===== config.mk =====
export PLATFORM = sky130hd
export DESIGN_NAME = booth_mult_arbiter
export DESIGN_NICKNAME = d
export VERILOG_FILES = /design/src/rtl/booth_mult_arbiter.sv
export SDC_FILE = /design/constraint.sdc
export NUM_CORES = 1
export LEC_CHECK = 0
export CORE_MARGIN = 4
export CORE_UTILIZATION = 34
export CTS_CLUSTER_DIAMETER = 30
export CTS_CLUSTER_SIZE = 14
export DETAILED_ROUTE_END_ITERATION = 16
export PLACE_DENSITY_LB_ADDON = 0.08
export REMOVE_ABC_BUFFERS = 1
export SLEW_MARGIN = 25
export SYNTH_ARGS = -nofsm -noshare
export SYNTH_HDL_FRONTEND = slang
export SYNTH_SLANG_ARGS = --single-unit

===== constraint.sdc =====
create_clock -name clk -period 1.8 [get_ports clk]
set_input_delay 0.36 -clock clk [delete_from_list [all_inputs] [get_ports clk]]
set_output_delay 0.36 -clock clk [all_outputs]
set_load 0.01 [all_outputs]

===== src/rtl/booth_mult_arbiter.sv =====
// Round-robin arbiter that lends one shared Booth multiplier to N_REQ requesters.
// Each grant runs IDLE -> LAUNCH -> WAIT -> RESP; WAIT aborts with an error after TIMEOUT cycles.
module booth_mult_arbiter #(
  parameter int N_REQ   = 4,
  parameter int WIDTH   = 16,
  parameter int TIMEOUT = 64
) (
  input  logic                     clk,
  input  logic                     rst,
  input  logic [N_REQ-1:0]         req,
  input  logic [N_REQ*WIDTH-1:0]   op_a,
  input  logic [N_REQ*WIDTH-1:0]   op_b,
  output logic [N_REQ-1:0]         ack,
  output logic [2*WIDTH-1:0]       rsp_product,
  output logic                     rsp_err,
  output logic                     busy,
  output logic                     mul_start,
  output logic                     mul_rst,
  output logic [WIDTH-1:0]         mul_a,
  output logic [WIDTH-1:0]         mul_b,
  input  logic                     mul_done,
  input  logic [2*WIDTH-1:0]       mul_product
);
  localparam int PW = (N_REQ > 1) ? $clog2(N_REQ) : 1;
  localparam int CW = $clog2(TIMEOUT);

  typedef enum logic [1:0] {IDLE, LAUNCH, WAIT, RESP} state_t;

  state_t             state_q, state_d;
  logic [PW-1:0]      ptr_q, gnt_id_q;
  logic [CW-1:0]      cnt_q;
  logic [2*WIDTH-1:0] prod_q;
  logic               err_q;
  logic [WIDTH-1:0]   mul_a_q, mul_b_q;

  logic [WIDTH-1:0]   a_arr [N_REQ];
  logic [WIDTH-1:0]   b_arr [N_REQ];
  logic               win_found;
  logic [PW-1:0]      win_id, sel;
  int                 idx;

  for (genvar g = 0; g < N_REQ; g++) begin : g_slice
    assign a_arr[g] = op_a[g*WIDTH +: WIDTH];
    assign b_arr[g] = op_b[g*WIDTH +: WIDTH];
  end

  // First requester at or after ptr, wrapping around.
  always_comb begin
    win_found = 1'b0;
    win_id    = '0;
    sel       = '0;
    idx       = 0;
    for (int i = 0; i < N_REQ; i++) begin
      idx = int'(ptr_q) + i;
      if (idx >= N_REQ) idx = idx - N_REQ;
      sel = PW'(idx);
      if (!win_found && req[sel]) begin
        win_found = 1'b1;
        win_id    = sel;
      end
    end
  end

  always_comb begin
    state_d = state_q;
    case (state_q)
      IDLE:    if (win_found) state_d = LAUNCH;
      LAUNCH:  state_d = WAIT;
      WAIT:    if (mul_done || cnt_q == CW'(TIMEOUT-1)) state_d = RESP;
      RESP:    state_d = IDLE;
      default: state_d = IDLE;
    endcase
  end

  always_ff @(posedge clk) begin
    if (rst) begin
      state_q  <= IDLE;
      ptr_q    <= '0;
      gnt_id_q <= '0;
      cnt_q    <= '0;
      prod_q   <= '0;
      err_q    <= 1'b0;
      mul_a_q  <= '0;
      mul_b_q  <= '0;
    end else begin
      state_q <= state_d;
      case (state_q)
        IDLE: begin
          if (win_found) begin
            gnt_id_q <= win_id;
            mul_a_q  <= a_arr[win_id];
            mul_b_q  <= b_arr[win_id];
          end
        end
        LAUNCH: cnt_q <= '0;
        WAIT: begin
          // mul_done wins over a simultaneous timeout.
          if (mul_done) begin
            prod_q <= mul_product;
            err_q  <= 1'b0;
          end else if (cnt_q == CW'(TIMEOUT-1)) begin
            prod_q <= '0;
            err_q  <= 1'b1;
          end else begin
            cnt_q <= cnt_q + CW'(1);
          end
        end
        RESP: ptr_q <= (gnt_id_q == PW'(N_REQ-1)) ? '0 : gnt_id_q + PW'(1);
        default: ;
      endcase
    end
  end

  always_comb begin
    ack         = '0;
    rsp_product = '0;
    rsp_err     = 1'b0;
    if (!rst && state_q == RESP) begin
      ack[gnt_id_q] = 1'b1;
      rsp_product   = prod_q;
      rsp_err       = err_q;
    end
  end

  assign busy      = !rst && (state_q != IDLE);
  assign mul_start = !rst && (state_q == LAUNCH);
  assign mul_rst   = rst || (state_q == RESP);
  assign mul_a     = mul_a_q;
  assign mul_b     = mul_b_q;
endmodule


==> metrics.md <==
| Metric | Value |
|---|---|
| Status | `finished with violations` |
| Failing checks | `negative setup slack` |
| Minimum clock period | `1870 ps` |
| Critical Path Source Type | `register` |
| Layout cell share with drive strength beyond 1 | `0.245` |
| Area growth syn-to-layout | `93.1%` |
| Total grt overflow | `0` |
| TritonCTS clock tree | `built` |
| Number of synthesized register bits | `77` |
| Final nets | `867` |
| # IOs | `239` |
| Worst slew margin | `0.731` |
| Max-slew violations | `0` |
| CTS buffer count | `9` |
| Clock slew at reported path FFs | `60 ps` |
| Routed Wire Length | `15.3 mm` |
| Clock buffer depth | `2` |
| Flop pwr share | `0.325` |
| Netlist Area Pre-Place | `3900 sq um` |
| Ant. Diodes | `0` |
| DR DRC count | `0` |
| Critical Path AT | `1510 ps` |
| First-pass GRT wire length | `22.0 mm` |
| Sw frac | `0.314` |
| Final ANT Viol Nets | `0` |
| Fmax | `535 MHz` |
| Worst-path fanout max | `7` |
| Pwr Density | `945 nW/um^2` |
| Final setup violation count | `57` |
| Routability cong. | `0.793` |
| Slew @ Worst Pin | `401 ps` |
| Internal power | `0.00489 W` |
| Hpwl dp | `10.6 mm` |
| Fin. Hold Viols | `0` |
| Via/cell ratio | `5.11` |
| Pre-antenna DRT Iters | `4` |
| Die Area | `13,300 sq um` |
| YS warnings | `0` |
| Comb power frac | `0.438` |
| Placed Instances | `804` |
| Tcrit/Tclk final | `1.04` |
| Synth cell types | `33` |
| Non-filler instance count after layout | `835` |
| Max Cap Violations | `0` |
| Routed len/inst | `18.3 microns` |
| Switch Pwr | `0.00224 W` |
| Port buffer count | `238` |
| Initial drt markers | `266` |
| Worst Path Required | `1440 ps` |
| Prevailing post-synth register cell | `dfxtp_1` |
| VDD IR max | `0.555 mV` |
| CP Class | `reg -> out` |
| CP endpoint kind | `output port` |
| Vias in the first global route | `4,240` |
| Setup WS post-layout | `-68.9 ps` |
| Chip Width | `115 microns` |
| Initial antenna violation count | `0` |
| Async SR Flop Fraction | `0` |
| Worst min-delay path category | `in -> reg` |
| Fin Setup TNS | `-2130 ps` |
| Largest net degree at the start of global routing | `33` |
| Clk pwr share | `0.237` |
| EDFF count, synth | `0` |
| Via count | `4,270` |
| Clock tree root driver cell | `clkbuf_16` |
| LEAKAGE | `3.17 nW` |
| Post-Syn Area per Cell | `9.10 sq um` |
| Starting Density | `0.354` |
| Most common cell after layout, fill and taps aside | `clkdlybuf4s50_1` |
| Core area | `11,000 sq um` |
| # clock sinks | `77` |
| Register area share after synthesis | `0.395` |
| Commonest cells after routing, fill and taps aside | `clkdlybuf4s50_1 (194), dfxtp_1 (74), mux2i_1 (61), nor2_1 (49), nand2_1 (39)` |
| Die height | `115 microns` |
| Gate Count Post-Synth | `429` |
| Setup WS pre-CTS | `-488 ps` |
| H-tree depth | `3` |
| # rows | `38` |
| Worst-Skew Late Latency | `330 ps` |
| Gr usage total | `0.209` |
| RSZ-0062 raised after global routing | `true` |
| Setup Skew | `6.36 ps` |
## per-stage QoR
stage	total power [W]	area, sq um	utilization	hold slack [ps]
detailed placement	0.00500	6630	0.601	447
finish	0.00713	7540	0.684	398
floorplan	0.00342	3720	-	429
CTS	0.00696	7090	0.643	399
global route	0.00752	7540	0.684	397
global placement	0.00495	6630	0.601	442
## layer usage
metal,track usage,share of wire,vias to the layer above,wire length [microns]
met5,0,0,-,0
met4,0.0806,0.036,0,551
met3,0.0579,0.063,37,964
met2,0.351,0.50,171,7650
met1,0.255,0.40,1994,6100
li1,-,-,2068,-
## power groups by stage
stage	logic (W)	clock network, W	registers (W)
final	0.00313	0.00169	0.00232
after CTS	0.00294	0.00173	0.00230
after global placement	0.00265	0	0.00230
after global routing	0.00334	0.00181	0.00236
after detailed placement	0.00269	0	0.00231
after floorplan	0.000998	0	0.00242
## final cells by class
| cell class | count | area [sq um] |
|---|---|---|
| repair buffers | 287 | 3100 |
| well taps | 140 | 175 |
| clock inverters | 4 | 23.8 |
| clock buffers | 11 | 253 |
| inverters | 6 | 25.0 |
| fillers | 911 | 3490 |
| flip-flops and latches | 77 | 1550 |
| multi-input cells | 310 | 2420 |
## final timing paths
path                                 start              end  slack [ps]  depth (start not counted)
worst max-delay path            state_q[1]  rsp_product[13]         -70                          6
worst max register to register    ptr_q[1]        mul_b[10]         -40                          7
worst min-delay path                   rst         ptr_q[1]         400                          3
worst min register to register    mul_b[1]         mul_b[1]         460                          2
## cell usage after synthesis, types with 3 or more instances
cell type	n	area (sq um)
buf_6	7	78.8
nand3_1	3	15.0
dfxtp_1	77	1540
a22oi_1	33	248
mux2i_1	67	671
and2_1	38	238
clkbuf_1	28	105
nor2_1	50	188
or3_1	3	18.8
a21oi_1	8	40.0
inv_1	6	22.5
nand2_1	39	146
ha_1	9	113
o221ai_1	31	272
nor2b_1	4	25.0
## what timing repair did
item	in CTS	in global routing
hold buffers	0	0
pin swaps	14	41
setup endpoints to repair	72	76
buffers inserted	7	2
resized for setup	213	78
cloned	5	4
## flip-flops by register name, summed over array words and instances (netlist names)
signal    cells
mul_b        16
mul_a        16
gnt_id_q      2
ptr_q         2
cnt_q         6
err_q         1
state_q       2
prod_q       32
## critical path, stage by stage, from the launching register on
cell and delay, ps:
dfxtp_2 360, ha_4 140, nor2b_4 160, buf_12 150, clkbuf_16 140, and2_4 130
buf_6 90
## cell families (layout without fill, tap and decap cells)
family | Yosys count | count (layout) | synth area share
AND/OR/NAND/NOR | 149 | 149 | 0.182
AO/OA/AOI/OAI | 83 | 83 | 0.164
XOR/XNOR | 2 | 2 | 0.00449
multiplexers | 67 | 67 | 0.172
adder cells (fa/ha/maj) | 9 | 9 | 0.0288
flip-flops | 77 | 77 | 0.395
buffers and inverters | 42 | 308 | 0.0541
Power figures use the tool's default switching activity.
